File: src/rtl/fifo_nibble_packer.sv
// Purpose: pops NIB_W-bit nibbles from a show-ahead FIFO and packs NIBS of them into one OUT_W word.
// Latency: final-nibble pop in cycle N gives m_valid in cycle N+1 when the output queue is empty.
// Backpressure: 2-entry output queue; pops stall on the final nibble while the queue is full.
module fifo_nibble_packer #(
    parameter int NIB_W     = 4,
    parameter int NIBS      = 2,
    parameter int LSB_FIRST = 1
) (
    input  logic                  clk,
    input  logic                  rstN,
    input  logic                  fifo_empty,
    input  logic [NIB_W-1:0]      fifo_read_data,
    output logic                  fifo_read_en,
    input  logic                  flush,
    output logic                  m_valid,
    output logic [NIB_W*NIBS-1:0] m_data,
    input  logic                  m_ready,
    output logic [7:0]            word_cnt,
    output logic                  drop_partial
);

    localparam int OUT_W = NIB_W * NIBS;
    localparam int IDX_W = (NIBS > 1) ? $clog2(NIBS) : 1;
    localparam logic [IDX_W-1:0] LAST_IDX = IDX_W'(NIBS - 1);

    logic [IDX_W-1:0] nib_idx_q, nib_idx_d;
    logic [OUT_W-1:0] asm_q, asm_d;
    logic [OUT_W-1:0] word_full;
    logic [OUT_W-1:0] q_mem_q [2];
    logic             wr_ptr_q, rd_ptr_q;
    logic [1:0]       out_cnt_q, out_cnt_d;
    logic [7:0]       word_cnt_q;
    logic             drop_q;

    logic last_nib;
    logic pop;
    logic push;
    logic hs;

    assign last_nib = (nib_idx_q == LAST_IDX);

    // Pop only from registered state, the empty flag and flush; m_ready never reaches this path.
    assign fifo_read_en = rstN && !fifo_empty && !flush && (!last_nib || (out_cnt_q != 2'd2));

    assign pop  = fifo_read_en;
    assign push = pop && last_nib;
    assign hs   = m_valid && m_ready;

    assign m_valid      = (out_cnt_q != 2'd0);
    assign m_data       = q_mem_q[rd_ptr_q];
    assign word_cnt     = word_cnt_q;
    assign drop_partial = drop_q;

    // Assembly register with the incoming nibble dropped into slot nib_idx.
    always_comb begin
        word_full = asm_q;
        for (int i = 0; i < NIBS; i++) begin
            if (nib_idx_q == IDX_W'(i)) begin
                if (LSB_FIRST != 0) begin
                    word_full[i*NIB_W +: NIB_W] = fifo_read_data;
                end else begin
                    word_full[(NIBS-1-i)*NIB_W +: NIB_W] = fifo_read_data;
                end
            end
        end
    end

    // Nibble index and assembly next state; flush wins and suppresses the pop.
    always_comb begin
        nib_idx_d = nib_idx_q;
        asm_d     = asm_q;
        if (flush) begin
            nib_idx_d = '0;
        end else if (pop) begin
            asm_d     = word_full;
            nib_idx_d = last_nib ? '0 : nib_idx_q + IDX_W'(1);
        end
    end

    // Output queue occupancy: simultaneous push and pop leave it unchanged.
    always_comb begin
        out_cnt_d = out_cnt_q;
        case ({push, hs})
            2'b10:   out_cnt_d = out_cnt_q + 2'd1;
            2'b01:   out_cnt_d = out_cnt_q - 2'd1;
            default: out_cnt_d = out_cnt_q;
        endcase
    end

    // Packing state registers.
    always_ff @(posedge clk or negedge rstN) begin
        if (!rstN) begin
            nib_idx_q <= '0;
            asm_q     <= '0;
            drop_q    <= 1'b0;
        end else begin
            nib_idx_q <= nib_idx_d;
            asm_q     <= asm_d;
            drop_q    <= flush && (nib_idx_q != '0);
        end
    end

    // Output queue storage, pointers, occupancy and accepted-word counter.
    always_ff @(posedge clk or negedge rstN) begin
        if (!rstN) begin
            q_mem_q[0] <= '0;
            q_mem_q[1] <= '0;
            wr_ptr_q   <= 1'b0;
            rd_ptr_q   <= 1'b0;
            out_cnt_q  <= 2'd0;
            word_cnt_q <= 8'd0;
        end else begin
            if (push) begin
                q_mem_q[wr_ptr_q] <= word_full;
                wr_ptr_q          <= ~wr_ptr_q;
            end
            if (hs) begin
                rd_ptr_q   <= ~rd_ptr_q;
                word_cnt_q <= word_cnt_q + 8'd1;
            end
            out_cnt_q <= out_cnt_d;
        end
    end

endmodule

File: config.mk
export PLATFORM = sky130hd
export DESIGN_NAME = fifo_nibble_packer
export DESIGN_NICKNAME = d
export VERILOG_FILES = /design/src/rtl/fifo_nibble_packer.sv
export SDC_FILE = /design/constraint.sdc
export NUM_CORES = 1
export LEC_CHECK = 0
export BUFFER_PORTS_ARGS = -buffer_cell sky130_fd_sc_hd__buf_2
export CELL_PAD_IN_SITES_DETAIL_PLACEMENT = 0
export CELL_PAD_IN_SITES_GLOBAL_PLACEMENT = 1
export CORE_ASPECT_RATIO = 0.75
export CORE_UTILIZATION = 34
export DETAILED_ROUTE_END_ITERATION = 12
export PLACE_DENSITY = 0.61
export SLEW_MARGIN = 5
export SYNTH_ARGS = -nofsm -noshare
export SYNTH_HDL_FRONTEND = slang
export SYNTH_SLANG_ARGS = --single-unit
File: constraint.sdc
create_clock -name clk -period 1.6 [get_ports clk]
set_input_delay 0.16 -clock clk [delete_from_list [all_inputs] [get_ports clk]]
set_output_delay 0.16 -clock clk [all_outputs]
set_load 0.02 [all_outputs]
==> results of run 1 <==
critical path, stage by stage, from the launching register on:
cell and delay (ps):
dfrtp_2 520, mux2_2 370, buf_2 160
through the flow:
step	worst slack [ps]	hold WS, ps	cell area [sq um]	total power [mW]
floorplan	34.5	-136	1740	2.42
global placement	59.5	165	2010	2.75
detailed placement	-11.8	175	2010	2.80
CTS	90.3	57.2	2110	3.50
global route	24.0	69.1	2110	3.68
finish	110	61.9	2110	3.45
kinds of logic after synthesis:
family	count (synthesis)	share of synthesized area [%]
AOI/OAI and AO/OA	4	1.58
xor gates and xnor gates	12	6.04
adders and majority gates	2	1.44
buffers and inverters	6	1.44
DFF	38	54.7
muxes	40	25.9
and+or+nand+nor	25	8.92
power breakdown:
| part | switching (mW) | total, mW | internal, mW |
|---|---|---|---|
| Clock | 0.325 | 0.672 | 0.348 |
| Combinational | 0.580 | 1.18 | 0.604 |
| Sequential | 0.300 | 1.59 | 1.29 |
layer usage:
metal	vias to the layer above	wire length, um	share of wire, %
met1	542	1660	49
met5	-	0	0
li1	521	-	-
met4	0	50	1.5
met3	8	164	4.9
met2	20	1490	44
state kept, by name, summed over array words and instances, names as in the netlist:
register and cells:
asm_q 8, drop_partial 1, last_nib 1, out_cnt_q 2, q_mem_q 16, rd_ptr_q 1
word_cnt 8, wr_ptr_q 1
timing repair:
action,4_1_cts,5_1_grt
pin swaps,0,0
hold endpoints to repair,38,0
gates resized for setup,1,2
endpoints found under the setup margin,8,4
hold buffers,1,0
worst max-delay path by stage:
| stage | cells past startpoint | endpoint | start | slack (ps) |
|---|---|---|---|---|
| after floorplan | 6 | out_cnt_q[1] | last_nib | 30 |
| after global placement | 5 | q_mem_q[5] | flush | 60 |
| after detailed placement | 4 | q_mem_q[14] | flush | -10 |
| after CTS | 4 | q_mem_q[6] | last_nib | 90 |
| after global routing | 3 | fifo_read_en | out_cnt_q[1] | 20 |
| final | 2 | m_data[0] | rd_ptr_q | 110 |
synth_stat cells (all sizes together):
cell type  number
nor3b           1
nand4b          1
and3            1
xnor2           8
nor2b           1
ha              2
or3b            1
mux2           40
nand3           2
and2            1
buf             2
a311oi          1
nand4           3
nand2b          1
nor2            3
inv             2
dfrtp          38
clkbuf          2
xor2            4
a21oi           2
nor3            3
or2             1
o21ai           1
nand2           6
cell type report:
class | instances | area (sq um)
timing repair buffer | 35 | 223
inverter | 2 | 7.51
multi-input combinational | 83 | 763
clock buffer | 7 | 86.3
clock inverter | 1 | 5.00
fill | 459 | 2790
tap | 60 | 75.1
sequential | 38 | 955
==> flow_summary.ini, run 1 <==
[outcome]
status = completed

[detailed_routing]
dr.pass1.iters = 5
drt-initial-drc-count = 15
via_per_inst = 4.83
wl_per_cell_um = 14.9
drc = 0
vias = 1091
routed_wl_mm = 3.36
ant_nets = 0

[finish]
final_net_count = 176
antennaDiodeCount = 0
post-route-util_pct = 43.2
fin_cells = 226
area_delta_synth_final_pct = 21.6
final_common_cell = mux2_2
drive_above_1_share_pct = 54.2
final_cell_mix = mux2_2 (40), dfrtp_1 (35), buf_2 (27)

[worst_setup_path]
crit_fanout = 9
reg2reg_to = q_mem_q[6]
reg2reg_depth = 4
arrival_ps = 1330
path_class = flip-flop to output port
endpoint_kind = output port
cp-start-kind = flip-flop
reg2reg_slack_ps = 140
required_ps = 1440
rr_startpoint = out_cnt_q[1]

[grt]
grt_pass1_vias = 1150
grt_overflow = 0
met3_usage_pct = 5.04
grt_usage_pct = 14.1
grt_pass1_wl_mm = 5.69
use_met1_pct = 18.7
busiest_layer = met2
use_met2_pct = 21.0
grt_max_degree = 24
antenna_found_initial = 0

[placed_design]
place_inst = 217
hpwlAfterDp_mm = 2.39
routabilityCongestion = 0.712
io_buffers = 27

[cts]
clk_pin_slew_worst_paths_ps = 70
cts.sinks = 38
cts_max_path_buffers = 2
clkLatencyLatePin_ps = 290
cts_made_buffers = 5
htree_levels = 2
ctsRootBufferMaster = clkbuf_8
cts_tree = built
post_cts_buffers = 0

[die]
dieArea_sq_mm = 0.00541
io_pins = 28
start_util_pct = 35.5
fp.dieH_um = 63.9
core_area_sq_mm = 0.00490
die_w_um = 84.6
rows = 22

[timing]
maxSlewViolCount = 0
finalSetupViolCount = 0
tns_ps = 0
final_hold_viol_count = 0
rsz0062_at_grt = no
skew_ps = 4.81
max_freq_ghz = 0.671
timing.final.crit_period_ps = 1490
slew_headroom_pct = 68.8
tightest_slew_ps = 467
finalCritPeriodShare_pct = 93.1

[synthesis]
avgSynthCellArea_sq_um = 13.7
synth_cell_types = 25
ys_seq_elements = 38
synth_seq_area_share_pct = 54.7
synth_warnings = 0
syn_area_sq_mm = 0.00174
synth_nets = 138
netlist_instances = 127
synth_area_leader_cell = dfrtp_1
netlist.area_leader.share_pct = 54.7
netlist_top_cells_area = dfrtp_1 (55%), mux2_2 (26%), xnor2_1 (4.0%)

[min_path]
min-delay-start = flush
hold_path.class = input port to flip-flop
holdPathStages = 2
worst_hold_path.endpoint = last_nib

[power_and_ir_drop]
p_leak_nw = 1.03
ir_worst_vdd_mv = 0.632
p_per_area_mw_per_mm2 = 1630

[job]
max-cap-violations = 0
Power figures use the tool's default switching activity.
==> run 2: changes to the inputs <==
--- a/config.mk
+++ b/config.mk
@@ -9,9 +9,9 @@
 export CELL_PAD_IN_SITES_DETAIL_PLACEMENT = 0
 export CELL_PAD_IN_SITES_GLOBAL_PLACEMENT = 1
 export CORE_ASPECT_RATIO = 0.75
-export CORE_UTILIZATION = 34
+export CORE_UTILIZATION = 35
 export DETAILED_ROUTE_END_ITERATION = 12
-export PLACE_DENSITY = 0.61
+export PLACE_DENSITY = 0.63
 export SLEW_MARGIN = 5
 export SYNTH_ARGS = -nofsm -noshare
 export SYNTH_HDL_FRONTEND = slang
==> run 2 against run 1 <==
Compared with the run above:
- largest power group unchanged
- critical endpoint is now q_mem_q[13]
- clock power fell by 2%
- maximum frequency shrank 3.3%
- critical path depth up 1
- first-iteration DRC count grew 130%
- count of clock-buffer cells in the layout did not move
- sequential share of layout area is essentially flat
- die area is 2.8% lower
==> flow_summary.ini, run 2 (synthesis results as in run 1) <==
[worst_setup_path]
critPathLaunch = out_cnt_q[0]
cp-start-kind = flip-flop
required_ps = 1760
reg2reg_to = q_mem_q[13]
reg2reg_slack_ps = 60
endpoint_kind = flip-flop
endpoint = q_mem_q[13]
path_class = flip-flop to flip-flop
arrival_ps = 1700
crit_fanout = 8
rr_startpoint = out_cnt_q[0]
reg2reg_depth = 3

[detailed_routing]
vias = 1088
routed_wl_mm = 3.33
drt-initial-drc-count = 35
ant_nets = 0
drc = 0
via_per_inst = 4.84
dr.pass1.iters = 4
wl_per_cell_um = 14.8

[cts]
clk_pin_slew_worst_paths_ps = 80
htree_levels = 2
cts_made_buffers = 5
cts_tree = built
cts.sinks = 38
clkLatencyLatePin_ps = 280
ctsRootBufferMaster = clkbuf_8
cts_max_path_buffers = 2

[finish]
top_register = q_mem_q
fin_cells = 225
final_net_count = 178
final_cell_mix = mux2_2 (40), dfrtp_1 (37), buf_2 (27)
antennaDiodeCount = 0
drive_above_1_share_pct = 53.6
area_delta_synth_final_pct = 21.4
multiInputGateArea_sq_um = 763
final_common_cell = mux2_2
fillers = 439
largest_reg_flops = 16
seqCellArea_sq_um = 952

[min_path]
hold_path.class = input port to flip-flop

[power_and_ir_drop]
p_int_mw = 2.24
sw_frac_of_total_pct = 35.1
switchingPower_mw = 1.21
p_per_area_mw_per_mm2 = 1630
sequentialPowerShare_pct = 46.2
power_frac_clock_pct = 19.2
ir_worst_vdd_mv = 0.653
pwr-share-comb_pct = 34.7
p_leak_nw = 1.04

[timing]
tns_ps = 0
max_freq_ghz = 0.649
timing.final.crit_period_ps = 1540
tightest_slew_ps = 369
final_hold_viol_count = 0
rsz0062_at_grt = yes
maxSlewViolCount = 0
slew_headroom_pct = 75.3
skew_ps = 7.87
worst_slack_ps = 58.7
finalSetupViolCount = 0
finalCritPeriodShare_pct = 96.3

[die]
start_util_pct = 37.6
io_pins = 28
rows = 21
dieArea_sq_mm = 0.00526
core_area_sq_mm = 0.00462
fp.dieH_um = 63.0
die_w_um = 83.4

[grt]
antenna_found_initial = 0
grt_pass1_vias = 1118
grt_pass1_wl_mm = 5.62
grt_usage_pct = 13.8
grt_overflow = 0
grt_max_degree = 25

[placed_design]
io_buffers = 27
place_inst = 216
routabilityCongestion = 0.729
hpwlAfterDp_mm = 2.43
pre_cts_ws_ps = 66.4

[outcome]
status = completed

[job]
max-cap-violations = 0
==> run 2: changes by cell type in the layout (fill, tap and decap cells not counted), sizes merged <==
cell | previous run | this run
buf | 34 | 36
==> run 2: cell type report <==
| cell class | count | area share (%) |
|---|---|---|
| multi-input cells | 83 | 36.2 |
| inverters | 2 | 0.356 |
| clock inverters | 1 | 0.237 |
| repair buffers | 37 | 10.7 |
| clock buffers | 7 | 4.09 |
| well taps | 57 | 3.38 |
| flip-flops and latches | 38 | 45.1 |
==> run 2: power by group through the flow <==
stage	clock network, mW	logic [mW]	registers, mW
4_1_cts	0.681	1.22	1.59
3_3_place_gp	0	1.18	1.58
3_5_place_dp	0	1.20	1.60
2_1_floorplan	0	0.864	1.55
5_1_grt	0.722	1.31	1.64
6_report	0.661	1.20	1.59
==> run 2: worst min path at each step <==
stage / endpoint / slack (ps) / from / depth (start not counted)
finish: last_nib / 70 / flush / 2
global route: last_nib / 60 / flush / 2
CTS: last_nib / 60 / flush / 2
detailed placement: drop_partial / 160 / rstN / 2
global placement: wr_ptr_q / 160 / rstN / 2
floorplan: asm_q[0] / -140 / rstN / 0
==> run 2: critical path: stages, from the launching register on <==
cell and delay [ps]:
dfrtp_1 470, nand2b_1 210, nand4b_2 340, mux2_2 400
==> run 2: through the flow <==
stage	total power [mW]	hold slack (ps)	utilization (%)	instance area, sq um
3_3_place_gp	2.75	157	43.4	2010
4_1_cts	3.49	60.2	45.6	2110
2_1_floorplan	2.42	-136	-	1740
5_1_grt	3.67	61.5	45.6	2110
6_report	3.45	67.3	45.6	2110
3_5_place_dp	2.81	159	43.4	2010
==> run 2: layer usage <==
layer / track usage (%) / part of all wire [%] / vias up
met5: 0 / 0 / -
met4: 4.53 / 1.1 / 0
met3: 4.49 / 4.1 / 5
met2: 20.3 / 45 / 21
met1: 19.3 / 50 / 536
li1: - / - / 526
==> run 2: what timing repair did <==
action                     CTS  global route
hold endpoints to repair    38             0
resized for setup            1             0
setup endpoints to repair    8             8
buffers inserted             0             0
hold buffers                 1             0
